$ cat src/rtl/mmio_uart_rx.sv
// MMIO UART receiver: oversampled 8N1 deframer feeding a byte FIFO, with
// DATA (pop head) and STATUS (flags + count) registers on a 32-bit MMIO port.
module mmio_uart_rx #(
    parameter int FMAX_MHz = 27,
    parameter int BAUD     = 115200,
    parameter int WIDTH    = 4
) (
    input  logic        clk,
    input  logic        rst_n,
    input  logic        uart_rx,
    output logic        req_ready,
    input  logic        req_valid,
    input  logic [31:0] req_addr,
    input  logic        req_wen,
    input  logic [31:0] req_wdata,
    output logic        resp_valid,
    output logic [31:0] resp_rdata
);
    localparam int CLKS_PER_BIT = FMAX_MHz * 1_000_000 / BAUD;
    localparam int HALF_BIT     = CLKS_PER_BIT / 2;
    localparam int DEPTH        = 2 ** WIDTH;
    localparam int CW           = $clog2(CLKS_PER_BIT + 1);

    typedef enum logic [2:0] {
        S_IDLE, S_START, S_DATA, S_STOP, S_BREAK
    } state_t;

    state_t             r_state;
    state_t             w_state_next;
    logic               r_rx_meta;
    logic               r_rxs;
    logic [CW-1:0]      r_cnt;
    logic [2:0]         r_idx;
    logic [7:0]         r_shift;
    logic [7:0]         w_shift_next;
    logic               w_half;
    logic               w_bit_end;
    logic               w_cnt_clr;
    logic               w_sample_bit;
    logic               w_byte_done;
    logic               w_frame_err_set;

    logic [7:0]         r_mem [DEPTH];
    logic [WIDTH-1:0]   r_wptr;
    logic [WIDTH-1:0]   r_rptr;
    logic [WIDTH:0]     r_count;
    logic               r_overrun;
    logic               r_frame_err;
    logic               r_ready;
    logic               r_resp_valid;
    logic [31:0]        r_resp_rdata;

    logic               w_accept;
    logic               w_rd_data;
    logic               w_rd_status;
    logic               w_wr_status;
    logic               w_nonempty;
    logic               w_full;
    logic               w_pop;
    logic               w_push;
    logic               w_overrun_set;
    logic [31:0]        w_status;
    logic [31:0]        w_resp_next;
    logic               w_unused;

    assign w_unused = &{1'b0, req_addr[31:3], req_addr[1:0],
                        req_wdata[31:10], req_wdata[7:0]};

    // Two-flop synchronizer; resets to idle-high so a released reset never looks like a start bit
    always_ff @(posedge clk or negedge rst_n) begin
        if (!rst_n) begin
            r_rx_meta <= 1'b1;
            r_rxs     <= 1'b1;
        end else begin
            r_rx_meta <= uart_rx;
            r_rxs     <= r_rx_meta;
        end
    end

    assign w_half    = (r_cnt == CW'(HALF_BIT - 1));
    assign w_bit_end = (r_cnt == CW'(CLKS_PER_BIT - 1));

    always_ff @(posedge clk or negedge rst_n) begin
        if (!rst_n) r_state <= S_IDLE;
        else        r_state <= w_state_next;
    end

    always_comb begin
        w_state_next = r_state;
        case (r_state)
            S_IDLE:  if (!r_rxs) w_state_next = S_START;
            S_START: if (w_half) w_state_next = r_rxs ? S_IDLE : S_DATA;
            S_DATA:  if (w_bit_end && (r_idx == 3'd7)) w_state_next = S_STOP;
            S_STOP:  if (w_bit_end) w_state_next = r_rxs ? S_IDLE : S_BREAK;
            S_BREAK: if (r_rxs) w_state_next = S_IDLE;
            default: w_state_next = S_IDLE;
        endcase
    end

    always_comb begin
        w_cnt_clr       = 1'b0;
        w_sample_bit    = 1'b0;
        w_byte_done     = 1'b0;
        w_frame_err_set = 1'b0;
        case (r_state)
            S_IDLE:  w_cnt_clr = 1'b1;
            S_START: w_cnt_clr = w_half;
            S_DATA: begin
                w_cnt_clr    = w_bit_end;
                w_sample_bit = w_bit_end;
            end
            S_STOP: begin
                w_cnt_clr       = w_bit_end;
                w_byte_done     = w_bit_end && r_rxs;
                w_frame_err_set = w_bit_end && !r_rxs;
            end
            S_BREAK: w_cnt_clr = 1'b1;
            default: w_cnt_clr = 1'b1;
        endcase
    end

    genvar gi;
    generate
        for (gi = 0; gi < 8; gi++) begin : g_shift
            assign w_shift_next[gi] = (w_sample_bit && (r_idx == 3'(gi))) ? r_rxs : r_shift[gi];
        end
    endgenerate

    always_ff @(posedge clk or negedge rst_n) begin
        if (!rst_n) begin
            r_cnt   <= '0;
            r_idx   <= '0;
            r_shift <= '0;
        end else begin
            r_cnt   <= w_cnt_clr ? '0 : r_cnt + CW'(1);
            r_idx   <= (r_state == S_DATA) ? (w_sample_bit ? r_idx + 3'd1 : r_idx) : 3'd0;
            r_shift <= w_shift_next;
        end
    end

    assign w_accept      = req_valid && r_ready;
    assign w_rd_data     = w_accept && !req_wen && !req_addr[2];
    assign w_rd_status   = w_accept && !req_wen && req_addr[2];
    assign w_wr_status   = w_accept && req_wen && req_addr[2];
    assign w_nonempty    = (r_count != '0);
    assign w_full        = (r_count == (WIDTH+1)'(DEPTH));
    assign w_pop         = w_rd_data && w_nonempty;
    // A pop in the same cycle frees the slot, so a full FIFO still accepts the byte
    assign w_push        = w_byte_done && (!w_full || w_pop);
    assign w_overrun_set = w_byte_done && w_full && !w_pop;

    always_ff @(posedge clk) begin
        if (w_push) r_mem[r_wptr] <= r_shift;
    end

    always_ff @(posedge clk or negedge rst_n) begin
        if (!rst_n) begin
            r_wptr  <= '0;
            r_rptr  <= '0;
            r_count <= '0;
        end else begin
            if (w_push) r_wptr <= r_wptr + WIDTH'(1);
            if (w_pop)  r_rptr <= r_rptr + WIDTH'(1);
            case ({w_push, w_pop})
                2'b10:   r_count <= r_count + (WIDTH+1)'(1);
                2'b01:   r_count <= r_count - (WIDTH+1)'(1);
                default: r_count <= r_count;
            endcase
        end
    end

    // Sticky flags: a set in the same cycle as a software clear takes priority
    always_ff @(posedge clk or negedge rst_n) begin
        if (!rst_n) begin
            r_overrun   <= 1'b0;
            r_frame_err <= 1'b0;
        end else begin
            if (w_overrun_set)                     r_overrun <= 1'b1;
            else if (w_wr_status && req_wdata[9])  r_overrun <= 1'b0;
            if (w_frame_err_set)                   r_frame_err <= 1'b1;
            else if (w_wr_status && req_wdata[8])  r_frame_err <= 1'b0;
        end
    end

    always_comb begin
        w_status          = '0;
        w_status[9]       = r_overrun;
        w_status[8]       = r_frame_err;
        w_status[WIDTH:0] = r_count;
    end

    always_comb begin
        w_resp_next = '0;
        if (w_rd_data && w_nonempty) w_resp_next = {23'b0, 1'b1, r_mem[r_rptr]};
        else if (w_rd_status)        w_resp_next = w_status;
    end

    always_ff @(posedge clk or negedge rst_n) begin
        if (!rst_n) begin
            r_ready      <= 1'b0;
            r_resp_valid <= 1'b0;
            r_resp_rdata <= '0;
        end else begin
            r_ready      <= 1'b1;
            r_resp_valid <= w_accept;
            r_resp_rdata <= w_resp_next;
        end
    end

    assign req_ready  = r_ready;
    assign resp_valid = r_resp_valid;
    assign resp_rdata = r_resp_rdata;

endmodule

$ cat config.mk
export PLATFORM = sky130hd
export DESIGN_NAME = mmio_uart_rx
export DESIGN_NICKNAME = d
export VERILOG_FILES = /design/src/rtl/mmio_uart_rx.sv
export SDC_FILE = /design/constraint.sdc
export NUM_CORES = 1
export LEC_CHECK = 0
export ABC_AREA = 1
export CAP_MARGIN = 0
export CORE_ASPECT_RATIO = 1.75
export CORE_MARGIN = 8
export CORE_UTILIZATION = 59
export CTS_CLUSTER_DIAMETER = 60
export CTS_CLUSTER_SIZE = 20
export DETAILED_ROUTE_END_ITERATION = 16
export PLACE_DENSITY = 0.88
export REMOVE_ABC_BUFFERS = 1
export SLEW_MARGIN = 30
export SYNTH_ARGS = -nofsm -noshare
export SYNTH_HDL_FRONTEND = slang
export SYNTH_SLANG_ARGS = --single-unit
$ cat constraint.sdc
create_clock -name clk -period 4.88 [get_ports clk]
set_input_delay 0.976 -clock clk [delete_from_list [all_inputs] [get_ports clk]]
set_output_delay 0.976 -clock clk [all_outputs]
set_load 0.005 [all_outputs]
# After elaboration in Yosys (flattened, before gate mapping)

Memories as Yosys holds them, arrays and structs flattened.
Cells that the tools add are included.

Muxes and demuxes: 24
Reductions and logical operators: 37
Add/subtract/negate cells: 6
Eq/ne operators: 22

Operator list:

| cell                                                                   | number |
|---|---|
| 3-bit two-way mux                                                      | 8 |
| 1-bit logical AND                                                      | 23 |
| 10-bit two-way mux                                                     | 2 |
| 3-bit equality test (second input constant)                            | 5 |
| 3-bit one-hot mux with 5 select lines                                  | 1 |
| 3-bit by 2-bit equality test with 1-bit output (second input constant) | 4 |
| 2-bit inequality test (second input constant)                          | 6 |
| 5-bit one-hot mux with 2 select lines                                  | 1 |
| 1-bit two-way mux                                                      | 9 |
| 4-bit by 1-bit adder with 4-bit output (second input constant)         | 2 |
| 8-bit by 1-bit adder with 8-bit output (second input constant)         | 1 |
| 8-bit by 7-bit equality test with 1-bit output (second input constant) | 1 |
| 8-bit equality test (second input constant)                            | 1 |
| 8-bit two-way mux                                                      | 1 |
| 3-bit by 1-bit equality test with 1-bit output (second input constant) | 2 |
| 3-bit zero test                                                        | 2 |
| 2-bit nonzero test                                                     | 3 |
| 5-bit by 1-bit adder with 5-bit output (second input constant)         | 1 |
| 5-bit equality test (second input constant)                            | 1 |
| 1-bit zero test                                                        | 5 |
| 5-bit AND reduction                                                    | 1 |
| 5-bit nonzero test                                                     | 1 |
| 5-bit by 1-bit subtractor with 5-bit output (second input constant)    | 1 |
| 3-bit by 1-bit adder with 3-bit output (second input constant)         | 1 |
| other kinds (6)                                                        | 6 |

RAM bits: 128
Input port bits: 69
Bits in registers: 73
Memories: 1
Logic and storage cells: 111
Output and inout port bits: 34

Memory list:

| name  | depth | bits a word | rd ports | clocked after Yosys merged registers in | wr ports | line | RTL |
|---|---|---|---|---|---|---|---|
| r_mem | 16    | 8           | 1        | 0                                       | 1        | 43   | `logic [7:0] r_mem [DEPTH];` |

# Logic depth before layout (Yosys ltp)

Depth after elaboration: 8
Gate-level depth with buffers: 18

# Least setup slack after synthesis

No wires, ideal clock.

Path kind: in2reg
From: input req_valid
To: register r_count[4]
Arrival time: 2.444 ns
Slack: 2.323 ns
Stages: 16
Data required time: 4.767 ns
Library setup time: 0.113 ns
Path through: nand2_1 -> inv_2 -> nand2_1 -> inv_1 -> nand2_2 -> inv_2 -> nand2_2 -> inv_1 -> ha_1 -> nand2_1 -> o21ai_0 -> nand3_1 -> nand2_1 -> nand3_1 -> nand2_1 -> inv_1

Word-level cells in the longest chain between the ends: 8
Elaborated cells on any way between the ends: 10

RTL lines:

| item                                                                                         | line | RTL |
|---|---|---|
| from (decl)                                                                                  | 12   | `input logic req_valid,` |
| 1-bit logical AND (*)                                                                        | 141  | `assign w_accept = req_valid && r_ready;` |
| net w_accept                                                                                 | 53   | `logic w_accept;` |
| 1-bit logical AND (*) (2 in series)                                                          | 142  | `assign w_rd_data = w_accept && !req_wen && !req_addr[2];` |
| 1-bit logical AND (*)                                                                        | 147  | `assign w_pop = w_rd_data && w_nonempty;` |
| 1-bit logical OR                                                                             | 149  | `assign w_push = w_byte_done && (!w_full \|\| w_pop);` |
| 1-bit logical AND                                                                            | 149  |  |
| 2-bit by 1-bit equality test with 1-bit output / 2-bit equality test (equally long branches) | 164  | `case ({w_push, w_pop})` |
| 5-bit one-hot mux with 2 select lines / 2-bit nonzero test (equally long branches)           | -    |  |
| to (signal assigned)                                                                         | 165  | `2'b10: r_count <= r_count + (WIDTH+1)'(1);` |
| to (signal assigned)                                                                         | 166  | `2'b01: r_count <= r_count - (WIDTH+1)'(1);` |
| to (signal assigned)                                                                         | 167  | `default: r_count <= r_count;` |
| to (decl)                                                                                    | 46   | `logic [WIDTH:0] r_count;` |

Mark *: on every way through the listed nets, which the timed path passes. The rest lies on a longest branch.
A chain may end at the register's enable or synchronous reset.

# Worst setup path in the final report

Same ends and word-level chain as after synthesis.

==> impl_metrics.csv <==
group,metric,value,unit
outcome,status,"completed",
detailed_routing,num_vias,5449,
cells_and_area,final_cell_mix,"edfxtp_1, nor2_1, nand2_1",
global_route,grt_pass1_vias,5328,
setup_path,crit_arrival,3400,ps
cts,cts_sinks,179,
detailed_routing,drc,0,
synth,synth.top_cell.area_share,0.4903,
setup_path,required,5210,ps
synth,netlist_area,7840,µm²
synth,syn_avg_cell_area,10.74,µm²
floorplanning,pin_count,103,
sta,slew_headroom,0.3684,
floorplanning,fp.dieH,168.5,µm
detailed_routing,routed_wl,17820,µm
cts,clk_path_buf_depth,2,
sta,setup_ws,1811,ps
global_route,grt.busiest_layer,"met2",
cts,worstSkewPairLatency,430,ps
global_route,use_met1,0.2136,
cells_and_area,nFillCells,921,
setup_path,cp_max_fo,12,
global_route,grt_max_degree,78,
placement,place_congestion,0.8546,
sta,min_period_over_period,0.6289,
cts,ctsResizeCount,0,
cells_and_area,final_common_cell,"edfxtp_1",
power,power,4.130,mW
power,p_seq_frac,0.418,
cells_and_area,final_nets,840,
setup_path,cp-start-kind,"primary input",
detailed_routing,viasPerCell,5.797,
power,switching_share,0.3519,
cts,cts_max_level,4,
setup_path,worst-setup-path-type,"in2reg",
power,pwr-share-comb,0.270,
power,clkPwrFrac,0.312,
power,p_per_area,474.4,nW/µm²
sta,finalSetupTns,0,ps
synth,ys_seq_elements,179,
global_route,grt_usage,0.2158,
sta,final_max_slew_viol_count,0,
sta,whs,360.0,ps
sta,finalClockSkew,7.890,ps
sta,max_freq,325.9,MHz
floorplanning,start_util,0.5952,
detailed_routing,wire_per_inst,18.96,µm
global_route,grtUsageMet2,0.3845,
worst_hold_path,hold_class,"reg2reg",
global_route,grt_pass1_wl,27630,µm
synth,yosys.area.top_type,"edfxtp_1",
detailed_routing,ant_nets,0,
global_route,overflow,0,
power,p_int,2.676,mW
sta,rsz0062_at_grt,"no",
power,ir_drop,0.2945,mV
synth,ys_warn_count,0,
sta,worstMarginPinSlew,946.1,ps
global_route,met3_usage,0.04484,
power,switching_power,1.453,mW
cts,ctsRootBufferMaster,"clkbuf_16",
setup_path,worstSetupEndpointType,"flip-flop",
cts,cts_buffers,17,
worst_hold_path,worstHoldStart,"r_rx_meta",
synth,synthCells,730,
floorplanning,die_x,103.1,µm
power,p_leak,3.721,nW
cts,cts.clk_slew.worst_paths,70,ps
cells_and_area,layout-drive-gt1-share,0.08877,
sta,setup_viol,0,
synth,synth_area_leaders,"edfxtp_1, dfrtp_1, nor2_1",
cells_and_area,area_growth,11.04,%
global_route,antenna_found_initial,0,
cells_and_area,fin_util,0.6609,
sta,hold_viol_final,0,
cts,tritoncts,"yes",
setup_path,crit_path_start,"req_valid",
sta,finalCriticalPeriod,3069,ps
floorplanning,core_area,13170,µm²
detailed_routing,drt_first_pass_iters,5,
cts,ctsHoldBuffers,0,
synth,ys_seq_area_frac,0.6534,
synth,netlist-cell-type-count,32,
placement,place_hpwl,11070,µm
cells_and_area,n_antenna_cell,0,
cts,cts_setup_buffers,0,
detailed_routing,drt_iter0_drc,646,
floorplanning,rows,56,
placement,numPortBuffers,19,
setup_path,reg2reg_from,"r_count[1]",
flow_run,drv_cap,0,
floorplanning,floorplan.die_area,17380,µm²
placement,pre_cts_ws,1454,ps
synthesized netlist by cell type:
cell type,count
edfxtp_1,128
nor2_1,127
nand2_1,94
nand3_1,53
inv_1,50
dfrtp_1,49
o21ai_0,43
o21ai_1,34
buf_4,25
ha_1,17
nor3_1,17
o211ai_1,17
a21oi_1,13
clkbuf_1,12
buf_2,10
inv_2,9
xor2_1,8
nand2_2,3
nand4_1,3
clkinv_1,2
conb_1,2
dfstp_2,2
nor2_4,2
xnor2_1,2
a22o_1,1
and3_1,1
buf_1,1
fa_1,1
nand2_4,1
nor2_2,1
nor3b_1,1
o21ai_4,1
state kept, by name, summed over array words and instances (netlist names):
register     cells
r_mem          128
resp_rdata      10
r_cnt            8
r_shift          8
r_count          5
r_rptr           4
r_wptr           4
r_idx            3
r_state          3
r_frame_err      1
r_overrun        1
r_rx_meta        1
r_rxs            1
req_ready        1
resp_valid       1
final timing paths:
kind	endpoint	slack (ps)	cells after the start
max	r_count[4]	1810	18
max reg2reg	r_count[4]	2320	15
min in group asynchronous	r_count[0]	660	2
max in group asynchronous	r_rptr[0]	3750	2
min	r_rxs	360	0
min reg2reg	r_rxs	360	0
power by group through the flow:
stage | logic [mW] | clock network [mW] | registers [mW]
global route | 1.22 | 1.35 | 1.73
global placement | 1.02 | 0 | 1.75
detailed placement | 1.07 | 0 | 1.76
floorplan | 0.659 | 0 | 1.81
finish | 1.11 | 1.29 | 1.73
CTS | 1.10 | 1.29 | 1.72
final cells by class:
class / instances / area [µm²] / area share
repair buffers: 31 / 275.3 / 0.03162
clock inverters: 15 / 138.9 / 0.01595
multi-input cells: 463 / 2296 / 0.2637
clock buffers: 17 / 425.4 / 0.04886
inverters: 61 / 229.0 / 0.02630
flip-flops and latches: 179 / 5124 / 0.5885
well taps: 174 / 217.7 / 0.02501
stage by stage:
stage,std cells,cell area (µm²)
finish,940,8706
detailed placement,908,8142
floorplan,703,7632
CTS,940,8706
global placement,908,8127
global route,940,8706
per-layer routing:
metal  vias up  part of all wire
li1       2477                 -
met1      2622              0.32
met2       266              0.55
met3        84             0.064
met4         0             0.058
met5         -                 0
critical path, cell delays in order:
cell	delay, ps
clkdlybuf4s50_1	450
nand2_1	70
inv_2	70
nand2_1	60
inv_1	70
nand2_2	140
inv_2	260
nand2_2	160
inv_1	130
ha_1	280
a21oi_1	130
o21ai_0	120
nand3_1	110
nand2_1	80
nand2_1	100
nand2_1	70
nand2_1	70
inv_1	40
cell families (layout without fill, tap and decap cells):
group	after synthesis	count (layout)	share of synthesized area
flip-flops	179	179	0.6534
adder cells (fa/ha/maj)	18	18	0.02968
XOR/XNOR	10	10	0.01117
buffers and inverters	109	124	0.06575
AO/OA/AOI/OAI	109	109	0.07692
other	2	23	0.0009579
AND/OR/NAND/NOR	303	303	0.1621
(Power assumes the default switching activity.)
